--- config.mk ---
export PLATFORM = sky130hd
export DESIGN_NAME = mig_tt_sweep
export DESIGN_NICKNAME = d
export VERILOG_FILES = /design/src/rtl/mig_tt_sweep.sv
export SDC_FILE = /design/constraint.sdc
export NUM_CORES = 1
export LEC_CHECK = 0
export CORE_UTILIZATION = 35
export DETAILED_ROUTE_END_ITERATION = 16
export GPL_ROUTABILITY_DRIVEN = 0
export PLACE_DENSITY = 0.6
export REMOVE_ABC_BUFFERS = 1
export SYNTH_ARGS = -nofsm -noshare
export SYNTH_HDL_FRONTEND = slang
export SYNTH_SLANG_ARGS = --single-unit
--- constraint.sdc ---
create_clock -name clk -period 3.9 [get_ports clk]
set_input_delay 0.39 -clock clk [delete_from_list [all_inputs] [get_ports clk]]
set_output_delay 0.39 -clock clk [all_outputs]
set_load 0.02 [all_outputs]
--- src/rtl/mig_tt_sweep.sv ---
// Exhaustive 4-input truth-table sweeper: drives every minterm onto x, samples y after a settle delay,
// and reports the 16-bit table plus a match flag. Optional MIG_TT_SWEEP_ERRCNT_EN adds err_cnt/first_err.
module mig_tt_sweep #(
    parameter int unsigned SETTLE_CYCLES = 1,
    parameter int unsigned TT_W          = 16
) (
    input  logic            clk,
    input  logic            rst_n,
    input  logic            start_valid,
    output logic            start_ready,
    input  logic [TT_W-1:0] exp_tt,
    output logic [3:0]      x,
    input  logic            y,
    output logic            tt_valid,
    input  logic            tt_ready,
    output logic [TT_W-1:0] tt,
    output logic            match,
`ifdef MIG_TT_SWEEP_ERRCNT_EN
    output logic [4:0]      err_cnt,
    output logic [3:0]      first_err,
`endif
    output logic            busy
);

    localparam int unsigned IDX_W = 4;
    localparam int unsigned CNT_W = 4;
    localparam logic [IDX_W-1:0] IDX_LAST = IDX_W'(TT_W - 1);
    localparam logic [CNT_W-1:0] CNT_LAST = CNT_W'(SETTLE_CYCLES - 1);

    typedef enum logic [1:0] {
        IDLE  = 2'd0,
        SWEEP = 2'd1,
        DONE  = 2'd2
    } state_e;

    state_e           state_q, state_d;
    logic [IDX_W-1:0] x_q, x_d;
    logic [IDX_W-1:0] idx_q, idx_d;
    logic [CNT_W-1:0] cnt_q, cnt_d;
    logic [TT_W-1:0]  tt_q, tt_d;
    logic [TT_W-1:0]  exp_q, exp_d;
    logic             match_q, match_d;
    logic             tt_valid_q, tt_valid_d;
    logic             busy_q, busy_d;
    logic             start_ready_q, start_ready_d;
    logic [TT_W-1:0]  tt_sampled;
    logic             done_tr;

    // Next-state and datapath updates
    always_comb begin
        state_d    = state_q;
        x_d        = x_q;
        idx_d      = idx_q;
        cnt_d      = cnt_q;
        tt_d       = tt_q;
        exp_d      = exp_q;
        match_d    = match_q;
        done_tr    = 1'b0;
        tt_sampled = tt_q;
        tt_sampled[idx_q] = y;

        case (state_q)
            IDLE: begin
                if (start_valid) begin
                    exp_d   = exp_tt;
                    x_d     = '0;
                    idx_d   = '0;
                    cnt_d   = '0;
                    tt_d    = '0;
                    state_d = SWEEP;
                end
            end
            SWEEP: begin
                if (cnt_q == CNT_LAST) begin
                    tt_d  = tt_sampled;
                    cnt_d = '0;
                    if (idx_q == IDX_LAST) begin
                        match_d = (tt_sampled == exp_q);
                        done_tr = 1'b1;
                        state_d = DONE;
                    end else begin
                        idx_d = idx_q + IDX_W'(1);
                        x_d   = idx_q + IDX_W'(1);
                    end
                end else begin
                    cnt_d = cnt_q + CNT_W'(1);
                end
            end
            DONE: begin
                if (tt_ready) begin
                    x_d     = '0;
                    state_d = IDLE;
                end
            end
            default: state_d = IDLE;
        endcase

        tt_valid_d    = (state_d == DONE);
        busy_d        = (state_d != IDLE);
        start_ready_d = (state_d == IDLE);
    end

    always_ff @(posedge clk or negedge rst_n) begin
        if (!rst_n) begin
            state_q       <= IDLE;
            x_q           <= '0;
            idx_q         <= '0;
            cnt_q         <= '0;
            tt_q          <= '0;
            exp_q         <= '0;
            match_q       <= 1'b0;
            tt_valid_q    <= 1'b0;
            busy_q        <= 1'b0;
            start_ready_q <= 1'b1;
        end else begin
            state_q       <= state_d;
            x_q           <= x_d;
            idx_q         <= idx_d;
            cnt_q         <= cnt_d;
            tt_q          <= tt_d;
            exp_q         <= exp_d;
            match_q       <= match_d;
            tt_valid_q    <= tt_valid_d;
            busy_q        <= busy_d;
            start_ready_q <= start_ready_d;
        end
    end

`ifdef MIG_TT_SWEEP_ERRCNT_EN
    logic [4:0]      err_cnt_q, err_cnt_d;
    logic [3:0]      first_err_q, first_err_d;
    logic [TT_W-1:0] diff;
    logic            found;

    // Mismatch statistics on the final table, captured only on the DONE transition
    always_comb begin
        err_cnt_d   = err_cnt_q;
        first_err_d = first_err_q;
        diff        = tt_sampled ^ exp_q;
        found       = 1'b0;
        if (done_tr) begin
            err_cnt_d   = '0;
            first_err_d = '0;
            for (int unsigned i = 0; i < TT_W; i++) begin
                err_cnt_d = err_cnt_d + 5'(diff[i]);
                if (diff[i] && !found) begin
                    first_err_d = 4'(i);
                    found       = 1'b1;
                end
            end
        end
    end

    always_ff @(posedge clk or negedge rst_n) begin
        if (!rst_n) begin
            err_cnt_q   <= '0;
            first_err_q <= '0;
        end else begin
            err_cnt_q   <= err_cnt_d;
            first_err_q <= first_err_d;
        end
    end

    assign err_cnt   = err_cnt_q;
    assign first_err = first_err_q;
`endif

    assign start_ready = start_ready_q;
    assign x           = x_q;
    assign tt_valid    = tt_valid_q;
    assign tt          = tt_q;
    assign match       = match_q;
    assign busy        = busy_q;

endmodule

==> metrics.md, run 1 <==
| Metric | Value |
|---|---|
| Status | `finished clean` |
| Post-route insts no fill | `415` |
| Sequential area share after synthesis | `44.5%` |
| Mux share of post-synthesis cell area | `9.79%` |
| Vias in the first global route | `2094` |
| Routed wire length | `6.40 mm` |
| Largest stage delay, worst path | `0.99 ns` |
| Initial core utilization | `36.2%` |
| Layout Cell Area excl Fill | `3410 um^2` |
| Share of cells above drive strength 1 | `11.8%` |
| Max cap viols | `0` |
| Area fraction in compound gates after synthesis | `19.3%` |
| Xor and xnor area share after synthesis | `2.49%` |
| Final Setup Violations | `0` |
| Final Util | `43.9%` |
| Dpl cell area | `3330 um^2` |
| Final Hold Viols | `0` |
| Fin crit period | `2.41 ns` |
| Sequential cell area | `1250 um^2` |
| Layout area overhead | `21.3%` |
| Num CTS Buffers | `5` |
| Number of port buffers | `44` |
| Worst Setup End Kind | `flip-flop` |
| Nets@finish | `340` |
| Row Count | `32` |
| Vias | `2240` |
| Root buf cell | `clkbuf_8` |
| Setup CP Type | `flip-flop to flip-flop` |
| Die W | `91.6 um` |
| Setup Fix Bufs, Post-CTS | `0` |
| Avg Cell Area, Syn | `10.4 um^2` |
| DRC viols | `0` |
| Grt total ovfl | `0` |
| DP HPWL | `4.59 mm` |
| Post-synth ARST share | `100%` |
| Die area | `8400 um^2` |
| H-tree depth | `2` |
| Dpl cells | `407` |
| Boundary Pins | `45` |
| Leak | `1.44 nW` |
| Detailed Routing Iterations Pass 1 | `4` |
| Routed len/inst | `15.4 um` |
| Max VDD drop | `0.199 mV` |
| ANT cells | `0` |
| Commonest non-fill, non-tap cell in the layout | `dfrtp_1` |
| Setup TNS | `0 ns` |
| Fmax | `415 MHz` |
| Clock Sinks | `50` |
| RSZ-0062 raised after global routing | `no` |
| Max transition margin | `34.6%` |
| CTS resizes | `0` |
| Initial antenna violation count | `0` |
| Max FO, Critical Path | `29` |
| Reg2reg start | `state_q[0]$_DFF_PN0_` |
| Die H | `91.6 um` |
| Post-synthesis simple-gate area fraction | `17.1%` |
| Largest family of logic cells by synthesized area | `compound AO/OA/AOI/OAI gates` |
| Actual slew at the worst max-slew pin | `0.981 ns` |
| Worst Reg-to-Reg Cells | `5` |
| Commonest non-fill, non-tap cells in the layout | `49 x dfrtp_1, 43 x clkdlybuf4s50_1, 33 x nand2_1` |
| PD cells | `663 nW/um^2` |
| Syn Inst Count | `270` |
| Cell variety after synth | `47` |
| Maximum buffer depth of the clock tree | `2` |
| Final Slew Violations | `0` |
| Hold_ws | `0.193 ns` |
| Total GRT Usage | `15.7%` |
| Hold WC Path Type | `primary input to async pin` |
| Worst EP required | `4.09 ns` |
| Synth warnings | `0` |
| Crit path max-delay cell type | `dfrtp_1` |
| Via-per-instance ratio | `5.40` |
| Adder-Cell Fraction of Synth Area | `3.11%` |
| Reg clk slew, reported paths | `0.09 ns` |
| Multi-input gate area | `1460 um^2` |
| Hold buffers post-CTS | `0` |
| Fill cell instance count of the final layout | `778` |
| Element type at the critical path start | `flip-flop` |
| Drt initial violations | `129` |
| #FFs+latches synth | `50` |
| Largest net degree at the start of global routing | `51` |
| Core area | `7770 um^2` |
| RR Endpoint | `tt[12]$_DFFE_PN0P_` |
| Antenna Nets Post-Route | `0` |
| Arrival time at the worst endpoint | `2.60 ns` |
| Final period util | `61.8%` |
| Mapped Area | `2810 um^2` |
| R2R Setup Slk | `1.49 ns` |
| Post-synth EDFFs | `0` |
| Worst-path cell chain | `nor2b_1 > o211ai_1 > buf_4 > o21ai_0 > a22o_1` |
| CTS tree | `built` |
| Clock skew | `0.00591 ns` |
| Synth Flop Type | `dfrtp_1` |
| Global-route wire length before repair | `10.5 mm` |
| Clk_lat worst skew | `0.30 ns` |
[kinds of logic (layout without fill, tap and decap cells)]
family / Yosys count / in the layout
xor+xnor: 8 / 8
mux: 25 / 25
simple gates: 88 / 88
fa+ha+maj: 7 / 7
flops: 50 / 50
buf+inv: 21 / 64
compound gates: 71 / 71
[worst max-delay path: cells and delay by family (launching register included)]
family | cells | cell delay, ns
buffers and inverters | 1 | 0.28
flip-flops | 1 | 0.99
AND/OR/NAND/NOR | 1 | 0.14
AO/OA/AOI/OAI | 3 | 0.88
[worst max path at each step]
stage / cells after the start / from / end / slack, ns
finish: 5 / state_q[0]$_DFF_PN0_ / tt[12]$_DFFE_PN0P_ / 1.49
floorplan: 7 / cnt_q[0]$_DFFE_PN0P_ / idx_q[0]$_DFFE_PN0P_ / 1.86
detailed placement: 6 / y / match$_DFFE_PN0P_ / 1.30
CTS: 5 / state_q[0]$_DFF_PN0_ / tt[12]$_DFFE_PN0P_ / 1.47
global placement: 6 / y / match$_DFFE_PN0P_ / 1.34
global route: 5 / state_q[0]$_DFF_PN0_ / tt[12]$_DFFE_PN0P_ / 1.33
[Yosys cell counts (3+ instances only)]
library cell	number	share of area, %
nand2_1	33	4.4
nor2_1	8	1.1
mux2i_1	5	1.8
inv_1	8	1.1
nand3_1	10	1.8
nand4_1	3	0.67
mux2_2	20	8.0
and2_1	5	1.1
nor2b_1	5	1.1
buf_4	4	1.1
nand3b_1	8	2.1
a21o_1	3	0.80
a22o_1	21	6.5
a32oi_1	7	2.2
ha_1	7	3.1
clkbuf_1	6	0.80
and3_1	3	0.67
dfrtp_1	49	44
a221o_1	6	2.1
xnor2_1	6	1.9
or3b_1	3	0.93
o21ai_0	21	3.7
[report_power, final]
part / total [mW] / switching [mW] / internal [mW]
Clock: 0.291 / 0.163 / 0.128
Sequential: 0.938 / 0.237 / 0.701
Combinational: 1.03 / 0.504 / 0.530
Total: 2.26 / 0.904 / 1.36
[routing by layer]
metal / vias up / GRT usage [%] / routed length [um]
li1: 1090 / - / -
met1: 1096 / 22.9 / 3280
met2: 48 / 24.6 / 2840
met3: 6 / 2.24 / 210
met4: 0 / 3.57 / 67
met5: - / 0 / 0
[stage by stage]
| step | power [mW] | setup WS [ns] |
|---|---|---|
| floorplan | 1.62 | 1.86 |
| global placement | 1.97 | 1.34 |
| detailed placement | 1.99 | 1.30 |
| CTS | 2.28 | 1.47 |
| global route | 2.45 | 1.33 |
| finish | 2.26 | 1.49 |
[sequential cells by signal, indices dropped and copies added (netlist names)]
name / flops
busy: 1
cnt_q: 4
exp_q: 16
idx_q: 4
match: 1
start_ready: 1
state_q: 2
tt: 16
tt_valid: 1
x: 4
[final cells by class]
| type | instances | share of cell area, % |
|---|---|---|
| flip-flops and latches | 50 | 36.7 |
| well taps | 102 | 3.74 |
| inverters | 8 | 0.880 |
| multi-input cells | 199 | 42.7 |
| repair buffers | 48 | 13.6 |
| clock buffers | 8 | 2.35 |
(Power assumes the default switching activity.)
==> inputs of run 2 (changes only) <==
--- a/config.mk
+++ b/config.mk
@@ -8,7 +8,7 @@
 export CORE_UTILIZATION = 35
 export DETAILED_ROUTE_END_ITERATION = 16
 export GPL_ROUTABILITY_DRIVEN = 0
-export PLACE_DENSITY = 0.6
+export PLACE_DENSITY = 0.62
 export REMOVE_ABC_BUFFERS = 1
 export SYNTH_ARGS = -nofsm -noshare
 export SYNTH_HDL_FRONTEND = slang
==> constraint.sdc (replaced) <==
create_clock -name clk -period 2.2 [get_ports clk]
set_input_delay 0.22 -clock clk [delete_from_list [all_inputs] [get_ports clk]]
set_output_delay 0.22 -clock clk [all_outputs]
set_load 0.02 [all_outputs]
==> metrics.md, run 2 (synthesis results as in run 1) <==
| Metric | Value |
|---|---|
| Status | `finished clean` |
| Final period util | `95.2%` |
| Clock skew | `0.00852 ns` |
| Clock Sinks | `50` |
| Arrival time at the worst endpoint | `2.33 ns` |
| Global-route wire length before repair | `11.0 mm` |
| Worst Setup End Kind | `flip-flop` |
| Commonest non-fill, non-tap cells in the layout | `47 x dfrtp_1, 43 x clkdlybuf4s50_1, 33 x nand2_1` |
| Setup CP Type | `flip-flop to flip-flop` |
| Initial core utilization | `36.2%` |
| Crit path max-delay cell type | `dfrtp_1` |
| Detailed Routing Iterations Pass 1 | `4` |
| Fin crit period | `2.09 ns` |
| Post-route insts no fill | `430` |
| Worst-path cell chain | `ha_2 > or3b_1 > a221o_1 > a32oi_1 > and4b_1 > a32o_1` |
| Vias in the first global route | `2203` |
| Final Hold Viols | `0` |
| Routed wire length | `6.57 mm` |
| DRC viols | `0` |
| Final Slew Violations | `0` |
| Root buf cell | `clkbuf_8` |
| Row Count | `32` |
| Largest stage delay, worst path | `0.44 ns` |
| Largest net degree at the start of global routing | `28` |
| Max VDD drop | `0.379 mV` |
| Setup WS pre-CTS | `0.0981 ns` |
| Hold_ws | `0.439 ns` |
| Layout area overhead | `27.0%` |
| Fmax | `477 MHz` |
| Antenna Nets Post-Route | `0` |
| Num CTS Buffers | `5` |
| Final Util | `46.0%` |
| Core area | `7770 um^2` |
| Boundary Pins | `45` |
| Actual slew at the worst max-slew pin | `0.561 ns` |
| Clk_lat worst skew | `0.30 ns` |
| CTS tree | `built` |
| Power Total | `4.25 mW` |
| Vias | `2307` |
| Dpl cells | `421` |
| Dpl cell area | `3450 um^2` |
| Total GRT Usage | `16.6%` |
| Grt total ovfl | `0` |
| PD cells | `1190 nW/um^2` |
| Setup TNS | `0 ns` |
| Die area | `8400 um^2` |
| Initial antenna violation count | `0` |
| Leak | `1.53 nW` |
| DP HPWL | `4.87 mm` |
| Setup Fix Bufs, Post-CTS | `0` |
| RSZ-0062 raised after global routing | `no` |
| Drt initial violations | `102` |
| Die W | `91.6 um` |
| Maximum buffer depth of the clock tree | `2` |
| Hold WC Path Type | `primary input to async pin` |
| H-tree depth | `2` |
| Reg clk slew, reported paths | `0.09 ns` |
| Worst EP required | `2.44 ns` |
| Final Setup Violations | `0` |
| Max transition margin | `62.6%` |
| Die H | `91.6 um` |
| Max FO, Critical Path | `6` |
| Commonest non-fill, non-tap cell in the layout | `dfrtp_1` |
| Max cap viols | `0` |
| Nets@finish | `355` |
| Layout Cell Area excl Fill | `3570 um^2` |
| ANT cells | `0` |
| Number of port buffers | `44` |
| Element type at the critical path start | `flip-flop` |
| Via-per-instance ratio | `5.37` |
| Final worst-path setup slack | `0.105 ns` |
| Share of cells above drive strength 1 | `17.1%` |
| Routed len/inst | `15.3 um` |
-- run 2: worst paths after layout --
| path | slack, ns | cells past startpoint | endpoint | start |
|---|---|---|---|---|
| max in group asynchronous | 1.21 | 3 | idx_q[0]$_DFFE_PN0P_ | rst_n |
| hold / removal | 0.44 | 2 | tt[4]$_DFFE_PN0P_ | rst_n |
| setup / recovery | 0.11 | 6 | match$_DFFE_PN0P_ | idx_q[1]$_DFFE_PN0P_ |
| min in group clk | 0.48 | 2 | x[2]$_DFFE_PN0P_ | x[2]$_DFFE_PN0P_ |
| setup reg to reg | 0.11 | 6 | match$_DFFE_PN0P_ | idx_q[1]$_DFFE_PN0P_ |
| hold reg to reg | 0.48 | 2 | x[2]$_DFFE_PN0P_ | x[2]$_DFFE_PN0P_ |
-- run 2: final cells by class --
| class | instances | area, um^2 |
|---|---|---|
| Fill cell | 731 | 4190 |
| Multi-Input combinational cell | 199 | 1460 |
| Sequential cell | 50 | 1250 |
| Timing Repair Buffer | 63 | 593 |
| Tap cell | 102 | 128 |
| Clock buffer | 7 | 76.3 |
| Clock inverter | 1 | 30.0 |
| Inverter | 8 | 30.0 |
-- run 2: per-layer routing --
layer  part of all wire [%]  track usage (%)  wire length, um
met1                     47             23.2             3120
met2                     47             26.3             3060
met3                    4.7             2.65              308
met4                    1.3             5.42               84
met5                      0                0                0
-- run 2: power breakdown --
| group | switching, mW | internal (mW) | total [mW] |
|---|---|---|---|
| combinational | 0.974 | 1.03 | 2.00 |
| sequential | 0.365 | 1.25 | 1.61 |
| clock | 0.292 | 0.340 | 0.632 |
-- run 2: timing repair --
item	in CTS	in global routing
gates resized for setup	0	4
hold endpoints to repair	22	0
endpoints found under the setup margin	0	1
hold buffers	1	0
-- run 2: worst max-delay path: cells and delay by family (launching register included) --
| family | cells | cell delay (ns) |
|---|---|---|
| AOI/OAI and AO/OA | 3 | 0.70 |
| and+or+nand+nor | 2 | 0.64 |
| DFF | 1 | 0.44 |
| adders and majority gates | 1 | 0.25 |
==> inputs of run 3 (changes only) <==
--- a/config.mk
+++ b/config.mk
@@ -8,7 +8,7 @@
 export CORE_UTILIZATION = 35
 export DETAILED_ROUTE_END_ITERATION = 16
 export GPL_ROUTABILITY_DRIVEN = 0
-export PLACE_DENSITY = 0.62
+export PLACE_DENSITY = 0.6
 export REMOVE_ABC_BUFFERS = 1
 export SYNTH_ARGS = -nofsm -noshare
 export SYNTH_HDL_FRONTEND = slang
==> constraint.sdc (replaced) <==
create_clock -name clk -period 2.4 [get_ports clk]
set_input_delay 0.24 -clock clk [delete_from_list [all_inputs] [get_ports clk]]
set_output_delay 0.24 -clock clk [all_outputs]
set_load 0.02 [all_outputs]
==> metrics.md, run 3 (synthesis results as in run 1) <==
| Metric | Value |
|---|---|
| Clock Sinks | `50` |
| Setup TNS | `0 ns` |
| ANT cells | `0` |
| Reg2reg start | `idx_q[0]$_DFFE_PN0P_` |
| CTS tree | `built` |
| Max VDD drop | `0.347 mV` |
| Initial antenna violation count | `0` |
| Detailed Routing Iterations Pass 1 | `4` |
| Sw frac | `39.0%` |
| Final period util | `91.7%` |
| H-tree depth | `2` |
| Max cap viols | `0` |
| Final Setup Violations | `0` |
| Reg clk slew, reported paths | `0.09 ns` |
| Grt total ovfl | `0` |
| Combinational share of power | `46.7%` |
| Largest net degree at the start of global routing | `28` |
| Routed wire length | `6.65 mm` |
| R2R Setup Slk | `0.20 ns` |
| Share of cells above drive strength 1 | `14.8%` |
| Drt initial violations | `157` |
| Fin crit period | `2.20 ns` |
| Routed len/inst | `15.6 um` |
| Die H | `91.6 um` |
| Cell-internal power | `2.37 mW` |
| Layout area overhead | `25.7%` |
| Core area | `7770 um^2` |
| Maximum buffer depth of the clock tree | `2` |
| Antenna Nets Post-Route | `0` |
| Arrival time at the worst endpoint | `2.44 ns` |
| Element type at the critical path start | `flip-flop` |
| Crit path from | `idx_q[0]$_DFFE_PN0P_` |
| Setup Fix Bufs, Post-CTS | `0` |
| Clk_lat worst skew | `0.30 ns` |
| DP HPWL | `4.80 mm` |
| Vias | `2284` |
| Critical Path Sink | `match$_DFFE_PN0P_` |
| Via-per-instance ratio | `5.36` |
| Num CTS Buffers | `5` |
| Status | `finished clean` |
| Root buf cell | `clkbuf_8` |
| Clock skew | `0.00279 ns` |
| Worst Reg-to-Reg Cells | `6` |
| Die W | `91.6 um` |
| Max transition margin | `59.1%` |
| Vias in the first global route | `2103` |
| Hold WC Path Type | `primary input to async pin` |
| RSZ-0062 raised after global routing | `no` |
| Max FO, Critical Path | `8` |
| Boundary Pins | `45` |
| PD cells | `1100 nW/um^2` |
| Commonest non-fill, non-tap cell in the layout | `dfrtp_1` |
| Actual slew at the worst max-slew pin | `0.613 ns` |
| Final Hold Viols | `0` |
| Row Count | `32` |
| Seq pwr share | `38.2%` |
| Psw | `1.51 mW` |
| RR Endpoint | `match$_DFFE_PN0P_` |
| Clock power frac | `15.1%` |
| Final Slew Violations | `0` |
| Global-route wire length before repair | `10.9 mm` |
| Setup CP Type | `flip-flop to flip-flop` |
| Hold_ws | `0.461 ns` |
| Total GRT Usage | `16.4%` |
| Die area | `8400 um^2` |
| Nets@finish | `351` |
| Fmax | `455 MHz` |
| DRC viols | `0` |
| Worst Setup End Kind | `flip-flop` |
| Number of port buffers | `44` |
| Initial core utilization | `36.2%` |
| Leak | `1.51 nW` |
| Worst EP required | `2.64 ns` |
| Commonest non-fill, non-tap cells in the layout | `49 x dfrtp_1, 43 x clkdlybuf4s50_1, 33 x nand2_1` |
==> run 3: changes by cell type in the layout (fill, tap and decap cells not counted) <==
| cell | previous run | this run |
|---|---|---|
| dfrtp_1 | 47 | 49 |
| dfrtp_2 | 2 | 0 |
| ha_1 | 5 | 7 |
| ha_2 | 2 | 0 |
| buf_4 | 17 | 13 |
==> run 3: layout make-up <==
| type | instances | area (um^2) |
|---|---|---|
| Sequential cell | 50 | 1250 |
| Timing Repair Buffer | 59 | 563 |
| Fill cell | 756 | 4230 |
| Clock buffer | 7 | 76.3 |
| Clock inverter | 1 | 30.0 |
| Tap cell | 102 | 128 |
| Multi-Input combinational cell | 199 | 1460 |
| Inverter | 8 | 30.0 |
==> run 3: how the worst min path moves through the flow <==
stage	start	endpoint	slack [ns]	depth (start not counted)
6_report	rst_n	tt[5]$_DFFE_PN0P_	0.46	2
5_1_grt	rst_n	exp_q[4]$_DFFE_PN0P_	0.49	2
4_1_cts	rst_n	tt[10]$_DFFE_PN0P_	0.47	2
3_5_place_dp	rst_n	tt[5]$_DFFE_PN0P_	0.26	1
3_3_place_gp	rst_n	tt[5]$_DFFE_PN0P_	0.26	1
2_1_floorplan	rst_n	busy$_DFF_PN0_	-0.06	0
==> run 3: power by group through the flow <==
stage	Clock (mW)	Combinational (mW)	Sequential, mW
6_report	0.587	1.81	1.48
3_5_place_dp	0	1.81	1.49
2_1_floorplan	0	1.09	1.54
3_3_place_gp	0	1.80	1.49
4_1_cts	0.602	1.82	1.48
5_1_grt	0.632	2.01	1.52
==> run 3: stage by stage <==
stage | area [um^2] | std cells | power, mW | setup WS, ns | utilization (%)
after floorplan | 2740 | 257 | 2.63 | 0.364 | -
after global placement | 3420 | 417 | 3.28 | 0.287 | 44.0
after detailed placement | 3420 | 417 | 3.30 | 0.219 | 44.0
after CTS | 3540 | 426 | 3.90 | 0.187 | 45.5
after global routing | 3540 | 426 | 4.17 | 0.0791 | 45.5
final | 3540 | 426 | 3.88 | 0.200 | 45.5
==> run 3: critical path, stage by stage, from the launching register on <==
cell	delay, ns
dfrtp_1	0.46
ha_1	0.36
or3b_1	0.44
a221o_1	0.36
a32oi_1	0.15
and4b_1	0.22
a32o_1	0.16
==> run 3: repair_timing <==
item	CTS	global route
hold endpoints to repair	23	0
gates resized for setup	0	0
hold buffers	1	0
setup endpoints to repair	0	0
==> run 3: layer usage <==
| metal | up-vias | track usage (%) | wire length [um] |
|---|---|---|---|
| met5 | - | 0 | 0 |
| met4 | 0 | 3.97 | 65 |
| met3 | 6 | 2.57 | 260 |
| met2 | 52 | 25.5 | 2960 |
| met1 | 1107 | 23.9 | 3370 |
| li1 | 1119 | - | - |
